File: src/rtl/ram_lsu_if.sv
// Request/response and RAM-side bus of the load/store unit.
//
// Handshake: a transfer happens on a rising clock edge where the producer's
// valid and the consumer's ready are both high. A producer holds valid and
// its payload stable until that edge. A consumer may raise or lower ready
// at any time. On the request side the core produces and the LSU consumes.
// On the response side the LSU produces and the core consumes.
interface ram_lsu_if;
    logic        req_valid_i;
    logic        req_ready_o;
    logic        req_we_i;
    logic [31:0] req_addr_i;
    logic [1:0]  req_size_i;
    logic        req_unsigned_i;
    logic [31:0] req_wdata_i;
    logic        rsp_valid_o;
    logic        rsp_ready_i;
    logic [31:0] rsp_rdata_o;
    logic        rsp_err_o;
    logic        ram_we_o;
    logic [31:0] ram_addr_o;
    logic [31:0] ram_data_o;
    logic [31:0] ram_data_i;

    // LSU side
    modport slave (
        input  req_valid_i, req_we_i, req_addr_i, req_size_i, req_unsigned_i,
        input  req_wdata_i, rsp_ready_i, ram_data_i,
        output req_ready_o, rsp_valid_o, rsp_rdata_o, rsp_err_o,
        output ram_we_o, ram_addr_o, ram_data_o
    );

    // Core / environment side, which also models the RAM
    modport master (
        output req_valid_i, req_we_i, req_addr_i, req_size_i, req_unsigned_i,
        output req_wdata_i, rsp_ready_i, ram_data_i,
        input  req_ready_o, rsp_valid_o, rsp_rdata_o, rsp_err_o,
        input  ram_we_o, ram_addr_o, ram_data_o
    );
endinterface

File: src/rtl/ram_lsu.sv
// Load/store unit for a word-organised RAM with a combinational read and a
// synchronous word write. Sub-word stores are done as read-modify-write.
// All bus outputs are registered. The FSM state is exported on o_dbg_state.
module ram_lsu #(
    parameter int ADDR_LIMIT = 16384
) (
    input  logic       clk,
    input  logic       rst,
    ram_lsu_if.slave   bus,
    output logic [2:0] o_dbg_state
);

    localparam logic [31:0] LIMIT = 32'(ADDR_LIMIT);

    typedef enum logic [2:0] {
        S_IDLE   = 3'd0,
        S_LOAD   = 3'd1,
        S_RMW_RD = 3'd2,
        S_WRITE  = 3'd3,
        S_RESP   = 3'd4
    } state_t;

    state_t      r_state;
    logic [1:0]  r_size;
    logic [1:0]  r_lane;
    logic        r_unsigned;
    logic [15:0] r_wdata_lo;

    logic        r_req_ready;
    logic        r_rsp_valid;
    logic [31:0] r_rsp_rdata;
    logic        r_rsp_err;
    logic        r_ram_we;
    logic [31:0] r_ram_addr;
    logic [31:0] r_ram_data;

    logic        w_req_err;
    logic [7:0]  w_byte;
    logic [15:0] w_half;
    logic [31:0] w_load_data;
    logic [31:0] w_merged;

    // Classify the incoming request; the first matching rule wins.
    always_comb begin
        w_req_err = 1'b0;
        if (bus.req_size_i == 2'b11)
            w_req_err = 1'b1;
        else if (bus.req_addr_i >= LIMIT)
            w_req_err = 1'b1;
        else if (bus.req_size_i == 2'b01 && bus.req_addr_i[0])
            w_req_err = 1'b1;
        else if (bus.req_size_i == 2'b10 && bus.req_addr_i[1:0] != 2'b00)
            w_req_err = 1'b1;
    end

    // Little-endian lane selection and extension of the RAM read word.
    always_comb begin
        case (r_lane)
            2'd0:    w_byte = bus.ram_data_i[7:0];
            2'd1:    w_byte = bus.ram_data_i[15:8];
            2'd2:    w_byte = bus.ram_data_i[23:16];
            default: w_byte = bus.ram_data_i[31:24];
        endcase
        w_half = r_lane[1] ? bus.ram_data_i[31:16] : bus.ram_data_i[15:0];
        case (r_size)
            2'b00:   w_load_data = {{24{~r_unsigned & w_byte[7]}}, w_byte};
            2'b01:   w_load_data = {{16{~r_unsigned & w_half[15]}}, w_half};
            default: w_load_data = bus.ram_data_i;
        endcase
    end

    // Merge the sub-word store operand into the word just read back.
    always_comb begin
        w_merged = bus.ram_data_i;
        if (r_size == 2'b00) begin
            case (r_lane)
                2'd0:    w_merged[7:0]   = r_wdata_lo[7:0];
                2'd1:    w_merged[15:8]  = r_wdata_lo[7:0];
                2'd2:    w_merged[23:16] = r_wdata_lo[7:0];
                default: w_merged[31:24] = r_wdata_lo[7:0];
            endcase
        end else if (r_lane[1]) begin
            w_merged[31:16] = r_wdata_lo;
        end else begin
            w_merged[15:0] = r_wdata_lo;
        end
    end

    // Control FSM; every bus output is a register updated here.
    always_ff @(posedge clk or posedge rst) begin
        if (rst) begin
            r_state     <= S_IDLE;
            r_size      <= 2'b00;
            r_lane      <= 2'b00;
            r_unsigned  <= 1'b0;
            r_wdata_lo  <= 16'h0;
            r_req_ready <= 1'b1;
            r_rsp_valid <= 1'b0;
            r_rsp_rdata <= 32'h0;
            r_rsp_err   <= 1'b0;
            r_ram_we    <= 1'b0;
            r_ram_addr  <= 32'h0;
            r_ram_data  <= 32'h0;
        end else begin
            case (r_state)
                S_IDLE: begin
                    if (bus.req_valid_i) begin
                        r_size      <= bus.req_size_i;
                        r_lane      <= bus.req_addr_i[1:0];
                        r_unsigned  <= bus.req_unsigned_i;
                        r_wdata_lo  <= bus.req_wdata_i[15:0];
                        r_req_ready <= 1'b0;
                        if (w_req_err) begin
                            // No RAM access; answer straight away.
                            r_rsp_valid <= 1'b1;
                            r_rsp_err   <= 1'b1;
                            r_rsp_rdata <= 32'h0;
                            r_state     <= S_RESP;
                        end else if (!bus.req_we_i) begin
                            r_ram_addr <= {bus.req_addr_i[31:2], 2'b00};
                            r_state    <= S_LOAD;
                        end else if (bus.req_size_i == 2'b10) begin
                            r_ram_addr <= {bus.req_addr_i[31:2], 2'b00};
                            r_ram_we   <= 1'b1;
                            r_ram_data <= bus.req_wdata_i;
                            r_state    <= S_WRITE;
                        end else begin
                            r_ram_addr <= {bus.req_addr_i[31:2], 2'b00};
                            r_state    <= S_RMW_RD;
                        end
                    end
                end
                S_LOAD: begin
                    r_rsp_rdata <= w_load_data;
                    r_rsp_err   <= 1'b0;
                    r_rsp_valid <= 1'b1;
                    r_state     <= S_RESP;
                end
                S_RMW_RD: begin
                    r_ram_we   <= 1'b1;
                    r_ram_data <= w_merged;
                    r_state    <= S_WRITE;
                end
                S_WRITE: begin
                    r_ram_we    <= 1'b0;
                    r_ram_data  <= 32'h0;
                    r_rsp_rdata <= 32'h0;
                    r_rsp_err   <= 1'b0;
                    r_rsp_valid <= 1'b1;
                    r_state     <= S_RESP;
                end
                S_RESP: begin
                    if (bus.rsp_ready_i) begin
                        r_rsp_valid <= 1'b0;
                        r_rsp_err   <= 1'b0;
                        r_rsp_rdata <= 32'h0;
                        r_req_ready <= 1'b1;
                        r_state     <= S_IDLE;
                    end
                end
                default: begin
                    r_ram_we    <= 1'b0;
                    r_ram_data  <= 32'h0;
                    r_rsp_valid <= 1'b0;
                    r_req_ready <= 1'b1;
                    r_state     <= S_IDLE;
                end
            endcase
        end
    end

    assign bus.req_ready_o = r_req_ready;
    assign bus.rsp_valid_o = r_rsp_valid;
    assign bus.rsp_rdata_o = r_rsp_rdata;
    assign bus.rsp_err_o   = r_rsp_err;
    assign bus.ram_we_o    = r_ram_we;
    assign bus.ram_addr_o  = r_ram_addr;
    assign bus.ram_data_o  = r_ram_data;
    assign o_dbg_state     = r_state;

endmodule
File: src/flat_wrapper.sv
// flat-port wrapper written by rule: the top's interface ports become plain ports
module ram_lsu_flat 
#(
    parameter int ADDR_LIMIT = 16384
)
  (clk, rst, o_dbg_state, bus_req_valid_i, bus_req_we_i, bus_req_addr_i, bus_req_size_i, bus_req_unsigned_i, bus_req_wdata_i, bus_rsp_ready_i, bus_ram_data_i, bus_req_ready_o, bus_rsp_valid_o, bus_rsp_rdata_o, bus_rsp_err_o, bus_ram_we_o, bus_ram_addr_o, bus_ram_data_o);
  ram_lsu_if bus_i ();
  input  logic clk;
  input  logic rst;
  output logic [2:0] o_dbg_state;
  input wire logic [$bits(bus_i.req_valid_i)-1:0] bus_req_valid_i;
  input wire logic [$bits(bus_i.req_we_i)-1:0] bus_req_we_i;
  input wire logic [$bits(bus_i.req_addr_i)-1:0] bus_req_addr_i;
  input wire logic [$bits(bus_i.req_size_i)-1:0] bus_req_size_i;
  input wire logic [$bits(bus_i.req_unsigned_i)-1:0] bus_req_unsigned_i;
  input wire logic [$bits(bus_i.req_wdata_i)-1:0] bus_req_wdata_i;
  input wire logic [$bits(bus_i.rsp_ready_i)-1:0] bus_rsp_ready_i;
  input wire logic [$bits(bus_i.ram_data_i)-1:0] bus_ram_data_i;
  output wire logic [$bits(bus_i.req_ready_o)-1:0] bus_req_ready_o;
  output wire logic [$bits(bus_i.rsp_valid_o)-1:0] bus_rsp_valid_o;
  output wire logic [$bits(bus_i.rsp_rdata_o)-1:0] bus_rsp_rdata_o;
  output wire logic [$bits(bus_i.rsp_err_o)-1:0] bus_rsp_err_o;
  output wire logic [$bits(bus_i.ram_we_o)-1:0] bus_ram_we_o;
  output wire logic [$bits(bus_i.ram_addr_o)-1:0] bus_ram_addr_o;
  output wire logic [$bits(bus_i.ram_data_o)-1:0] bus_ram_data_o;
  assign bus_i.req_valid_i = bus_req_valid_i;
  assign bus_i.req_we_i = bus_req_we_i;
  assign bus_i.req_addr_i = bus_req_addr_i;
  assign bus_i.req_size_i = bus_req_size_i;
  assign bus_i.req_unsigned_i = bus_req_unsigned_i;
  assign bus_i.req_wdata_i = bus_req_wdata_i;
  assign bus_i.rsp_ready_i = bus_rsp_ready_i;
  assign bus_i.ram_data_i = bus_ram_data_i;
  assign bus_req_ready_o = bus_i.req_ready_o;
  assign bus_rsp_valid_o = bus_i.rsp_valid_o;
  assign bus_rsp_rdata_o = bus_i.rsp_rdata_o;
  assign bus_rsp_err_o = bus_i.rsp_err_o;
  assign bus_ram_we_o = bus_i.ram_we_o;
  assign bus_ram_addr_o = bus_i.ram_addr_o;
  assign bus_ram_data_o = bus_i.ram_data_o;
  ram_lsu #(.ADDR_LIMIT(ADDR_LIMIT)) u_core (.clk(clk), .rst(rst), .bus(bus_i), .o_dbg_state(o_dbg_state));
endmodule
File: config.mk
export PLATFORM = sky130hd
export DESIGN_NAME = ram_lsu_flat
export DESIGN_NICKNAME = d
export VERILOG_FILES = /design/src/rtl/ram_lsu_if.sv /design/src/rtl/ram_lsu.sv /design/src/flat_wrapper.sv
export SDC_FILE = /design/constraint.sdc
export NUM_CORES = 1
export LEC_CHECK = 0
export ABC_AREA = 1
export CAP_MARGIN = 5
export CORE_ASPECT_RATIO = 0.6
export CORE_MARGIN = 2
export CORE_UTILIZATION = 45
export CTS_BUF_LIST = sky130_fd_sc_hd__clkbuf_4 sky130_fd_sc_hd__clkbuf_8
export DETAILED_ROUTE_END_ITERATION = 8
export DONT_BUFFER_PORTS = 1
export PLACE_DENSITY_LB_ADDON = 0.2
export SETUP_SLACK_MARGIN = 0.15
export SKIP_LAST_GASP = 1
export SLEW_MARGIN = 30
export SYNTH_ARGS = -nofsm -noshare
export SYNTH_HDL_FRONTEND = slang
export SYNTH_SLANG_ARGS = --single-unit
File: constraint.sdc
create_clock -name clk -period 4.9 [get_ports clk]
set_clock_uncertainty 0.2 [all_clocks]
set_input_delay 0.49 -clock clk [delete_from_list [all_inputs] [get_ports clk]]
set_output_delay 0.49 -clock clk [all_outputs]
set_load 0.05 [all_outputs]
### After elaboration in Yosys (flattened, before gate mapping)

Cells that the tools add are included.
W data, S select, Z words.

| storage, ports and cells | value |
|---|---|
| output and inout bits | 103 |
| input port bits | 104 |
| bits in registers | 122 |

| cells by class | value |
|---|---|
| order comparisons | 1 |
| bitwise gates (word level) | 7 |
| reduce and logical (&&, ||, !) cells | 20 |
| equality and inequality tests | 16 |
| muxes and demuxes | 42 |

Operators with widths:

| operator | count |
|---|---|
| $mux W32 | 8 |
| $pmux W32 S4 | 1 |
| $pmux W32 S3 | 1 |
| $pmux W32 S2 | 1 |
| $mux W16 | 3 |
| $ge A32 B15 Y1 const B | 1 |
| $mux W8 | 4 |
| $pmux W8 S3 | 1 |
| $mux W1 | 14 |
| $mux W3 | 4 |
| $pmux W3 S4 | 1 |
| $reduce_and A4 Y1 | 3 |
| $pmux W1 S3 | 3 |
| $ne A2 B2 Y1 const B | 4 |
| $eq A2 B1 Y1 const B | 3 |
| $eq A2 B2 Y1 const B | 3 |
| $eq A3 B2 Y1 const B | 2 |
| $reduce_and A3 Y1 | 2 |
| $reduce_or A3 Y1 | 2 |
| $not A1 Y1 | 5 |
| $reduce_and A5 Y1 | 1 |
| $logic_not A2 Y1 | 2 |
| $ne A2 B1 Y1 const B | 2 |
| $pmux W1 S4 | 1 |
| 10 further kinds | 14 |

### Depth between registers and ports, before layout

| logic depth | value |
|---|---|
| depth after elaboration | 9 |
| depth in mapped cells | 11 |
| depth with buffers taken out | 9 |

### Worst setup path after synthesis

No wires, ideal clock.

| timing path | value |
|---|---|
| path kind | flip-flop to flip-flop |
| start point | register u_core.r_state[2] (netlist: u_core.o_dbg_state[2]) |
| end point | register u_core.r_ram_data[0] (netlist: u_core.bus.ram_data_o[0]) |
| slack | 2.852 ns |
| data required time | 4.581 ns |
| path buffers | 2 |
| data arrival time | 1.729 ns |
| stages on the path, launching flop included | 12 |
| cell sequence | dfrtp_1 buf_4 inv_1 nand2_2 inv_2 nand2_1 nand3_2 nor2_4 nand2_2 buf_6 nand2_1 nand2_1 |

| between the ends | value |
|---|---|
| cells in the longest elaborated chain, start to end | 4 |

Ends and longest elaborated chain:

| element | RTL line | source |
|---|---|---|
| start: declaration | ram_lsu.sv:23 | `state_t r_state;` |
| start signal: assignment | ram_lsu.sv:92 | `r_state <= S_IDLE;` |
| start signal: assignment | ram_lsu.sv:118 | `r_state <= S_RESP;` |
| start signal: assignment | ram_lsu.sv:121 | `r_state <= S_LOAD;` |
| $eq A3 B1 Y1 / $eq A3 B3 Y1 (equally long branches) | ram_lsu.sv:105 | `case (r_state)` |
| $reduce_or A2 Y1 (no line) | n/a |  |
| $not A1 Y1 (no line) | n/a |  |
| $reduce_and A5 Y1 (no line) | n/a |  |
| end signal: assignment | ram_lsu.sv:125 | `r_ram_data <= bus.req_wdata_i;` |
| end signal: assignment | ram_lsu.sv:141 | `r_ram_data <= w_merged;` |
| end: declaration | ram_lsu.sv:35 | `logic [31:0] r_ram_data;` |

Several ways; a longest one is shown, not always the timed one.
A chain may end at the register's enable or synchronous reset.

### Worst setup path in the final report

| timing path | value |
|---|---|
| start point | register u_core.r_state[2] (netlist: u_core.o_dbg_state[2]) |
| end point | register u_core.r_ram_data[26] (netlist: u_core.bus.ram_data_o[26]) |

The elaborated chain is that of the path after synthesis.

==> summary.md <==
| Metric | Value |
|---|---|
| Initial drt markers | 690 |
| Lkg Pwr | 4.25 nW |
| F_max | 279 MHz |
| Complex-gate fraction of the synthesized area | 0.0621 |
| Row count | 35 |
| Synth Warn # | 0 |
| Synth Area in Adders | 0 |
| Gr ovfl total | 0 |
| Reg-to-Reg End | u_core.bus.ram_data_o[26] |
| P_int | 2.24 mW |
| Die area | 16,400 sq um |
| Clock sink count | 122 |
| Comb pwr share | 0.351 |
| Final hold violation count | 0 |
| Headroom to the max-slew limit | 0.416 |
| Largest net degree at the start of global routing | 52 |
| Top cells by area, synth | dfrtp_1, nand2_1, nand3_1 |
| RSZ-0062 raised after global routing | no |
| Port buffer count | 0 |
| WL/cell | 18.0 um |
| Worst hold path depth | 2 |
| Post-detail-place hpwl | 15,500 um |
| Placed insts | 1,165 |
| Cells on worst reg2reg path | 9 |
| Share of post-route cells with drive strength above 1 | 0.0674 |
| #FFs+latches synth | 122 |
| Crit Path Class | flip-flop to flip-flop |
| Max Cap Viol | 0 |
| CP startpoint kind | flip-flop |
| Clk buf depth | 2 |
| Gp weighted congestion | 0.868 |
| Worst-margin pin slew | 874 ps |
| Core area | 15,200 sq um |
| Initial antenna violation count | 0 |
| Ys async rst share | 1.00 |
| Worst setup margin | 1320 ps |
| Min Tclk post-route | 3580 ps |
| First-pass GRT wire length | 35,300 um |
| Simple-gate share of the synthesized area | 0.418 |
| Initial Util | 0.456 |
| Number of antenna diodes | 0 |
| Largest family of logic cells by synthesized area | simple AND/OR/NAND/NOR gates |
| Worst hold endpoint | u_core.r_unsigned |
| Vias in the first global route | 6,434 |
| Non-filler instance count after layout | 1,242 |
| Routed Antenna Nets | 0 |
| Crit end category | flip-flop |
| Synth Flop Type | dfrtp_1 |
| Die height | 100 um |
| Remaining DRCs | 0 |
| Cell Pwr Density | 605 nW/um^2 |
| DRT Wirelength | 22,400 um |
| Final Slew Violations | 0 |
| Clk root buf | clkbuf_8 |
| H-Tree Depth | 4 |
| Mux contribution to synthesized area | 0 |
| Area leader, netlist | dfrtp_1 |
| Hold Startpoint | bus_req_unsigned_i |
| Switching power | 2.50 mW |
| CTS tree | built |
| Clock power frac | 0.217 |
| Num CTS Buffers | 17 |
| Max VDD drop | 464 uV |
| Worst-path clk slew | 100 ps |
| Routed vias/inst | 5.38 |
| Synth Area per Inst | 6.85 sq um |
| PostCTS Resize Cnt | 0 |
| Distinct cells, synth | 30 |
| Post-Syn Instances | 1,011 |
| # fillers | 1,514 |
| Worst-Skew Late Latency | 460 ps |
| Drt pass-1 iters | 7 |
| Final Setup Violations | 0 |
| Nets@finish | 1,130 |
| Critical R2R Launch | u_core.o_dbg_state[2] |
| Crit path DAT | 3720 ps |
| GRT Total Usage | 0.279 |
| XOR/XNOR Fraction of Synth Area | 0 |
| Netlist Area Pre-Place | 6930 sq um |
| R2R setup slack | 1320 ps |
| Switching share of power | 0.527 |
| Synth top cells by count | nand2_1, nand3_1, dfrtp_1 |
| Syn-to-layout area delta | 13.2% |
| Worst min path class | primary input to flip-flop |
| Crit-path max FO | 50 |
| WP data required | 5040 ps |
| Final setup TNS | 0 ps |
| Die Width | 164 um |
| Status | finished clean |
| Count leader, synth | nand2_1 |
| Sequential share of the synthesized area | 0.441 |
| Pre-CTS WS | 1370 ps |
| Io pins | 207 |
| Final period utilization | 0.731 |
| Reg power frac | 0.432 |
| Post-synth EDFFs | 0 |
| Yosys top cell area share | 0.437 |
| Total number of vias | 6,681 |
## metal layers
layer / vias up / GRT usage / routed length (um)
met5: - / 0 / 0
met4: 0 / 0.0533 / 221
met3: 20 / 0.0905 / 2340
met2: 274 / 0.399 / 9360
met1: 3146 / 0.414 / 10500
li1: 3241 / - / -
## per-stage QoR
stage	power (mW)	hold WS (ps)	utilization	area (sq um)
6_report	4.74	32.9	0.516	7840
3_3_place_gp	3.65	197	0.457	6950
5_1_grt	5.07	10.0	0.516	7840
3_5_place_dp	3.68	199	0.458	6960
2_1_floorplan	3.33	264	-	6930
4_1_cts	4.74	5.18	0.516	7840
## power by group through the flow
stage | sequential (mW) | clock [mW] | combinational, mW
global route | 2.08 | 1.09 | 1.90
global placement | 2.07 | 0 | 1.58
detailed placement | 2.06 | 0 | 1.62
finish | 2.05 | 1.03 | 1.67
CTS | 2.04 | 1.05 | 1.65
floorplan | 1.91 | 0 | 1.42
## cell type report
class,count,area (sq um),area share
repair buffers,54,518,0.0661
inverters,62,235,0.0300
clock inverters,15,200,0.0255
well taps,203,254,0.0324
multi-input cells,769,3340,0.427
flip-flops and latches,122,3060,0.390
clock buffers,17,234,0.0298
## layout by cell type, fill, tap and decap left out, types with 2 or more instances in the layout
master	synthesis	layout
bufinv_16	0	3
clkinvlp_4	0	2
dfrtp_1	121	120
nor2_1	36	36
conb_1	1	2
nor2_4	4	5
inv_6	0	6
dlygate4sd3_1	0	45
nand3_2	2	3
nand2_2	6	6
o211ai_1	13	13
nand2_1	484	484
nor2_2	3	2
inv_2	4	5
o21ai_0	24	24
inv_1	57	55
o22ai_1	5	5
clkbuf_8	0	17
buf_4	9	9
a21oi_1	24	24
inv_8	0	3
o21ai_2	2	2
nand4_1	12	12
nand3_1	146	145
## worst max-delay path: stages (launching register included)
cell and delay, ps:
dfrtp_1 790, inv_1 140, nand2_2 160, inv_2 350, nand2_1 240, nand3_2 110, nor2_4 600, nand2_2 570
nand2_1 200, nand2_1 60
## worst max path at each step
stage                           from                         to  slack, ps  cells past startpoint
3_5_place_dp   u_core.o_dbg_state[2]  u_core.bus.ram_data_o[26]       1370                      9
6_report       u_core.o_dbg_state[2]  u_core.bus.ram_data_o[26]       1320                      9
5_1_grt        u_core.o_dbg_state[2]  u_core.bus.ram_data_o[31]       1010                      9
2_1_floorplan                    rst  u_core.bus.ram_addr_o[10]        970                      1
3_3_place_gp   u_core.o_dbg_state[2]  u_core.bus.ram_data_o[22]       1460                      9
4_1_cts        u_core.o_dbg_state[2]  u_core.bus.ram_data_o[17]       1340                      9
## registers in the layout, summed over array words and instances (netlist names)
register,flops
u_core.bus.ram_we_o,1
u_core.bus.rsp_valid_o,1
u_core.r_wdata_lo,16
u_core.bus.rsp_rdata_o,32
u_core.bus.req_ready_o,1
u_core.bus.ram_data_o,32
u_core.bus.ram_addr_o,30
u_core.bus.rsp_err_o,1
u_core.o_dbg_state,3
u_core.r_lane,2
u_core.r_unsigned,1
u_core.r_size,2
## logic make-up after synthesis
group / after synthesis
buf+inv: 121
simple gates: 695
other cells: 1
compound gates: 72
flops: 122
## repair_timing
action                    4_1_cts  5_1_grt
hold endpoints to repair       64        0
hold buffers                   45        0
buffers inserted                0        0
Power figures use the tool's default switching activity.
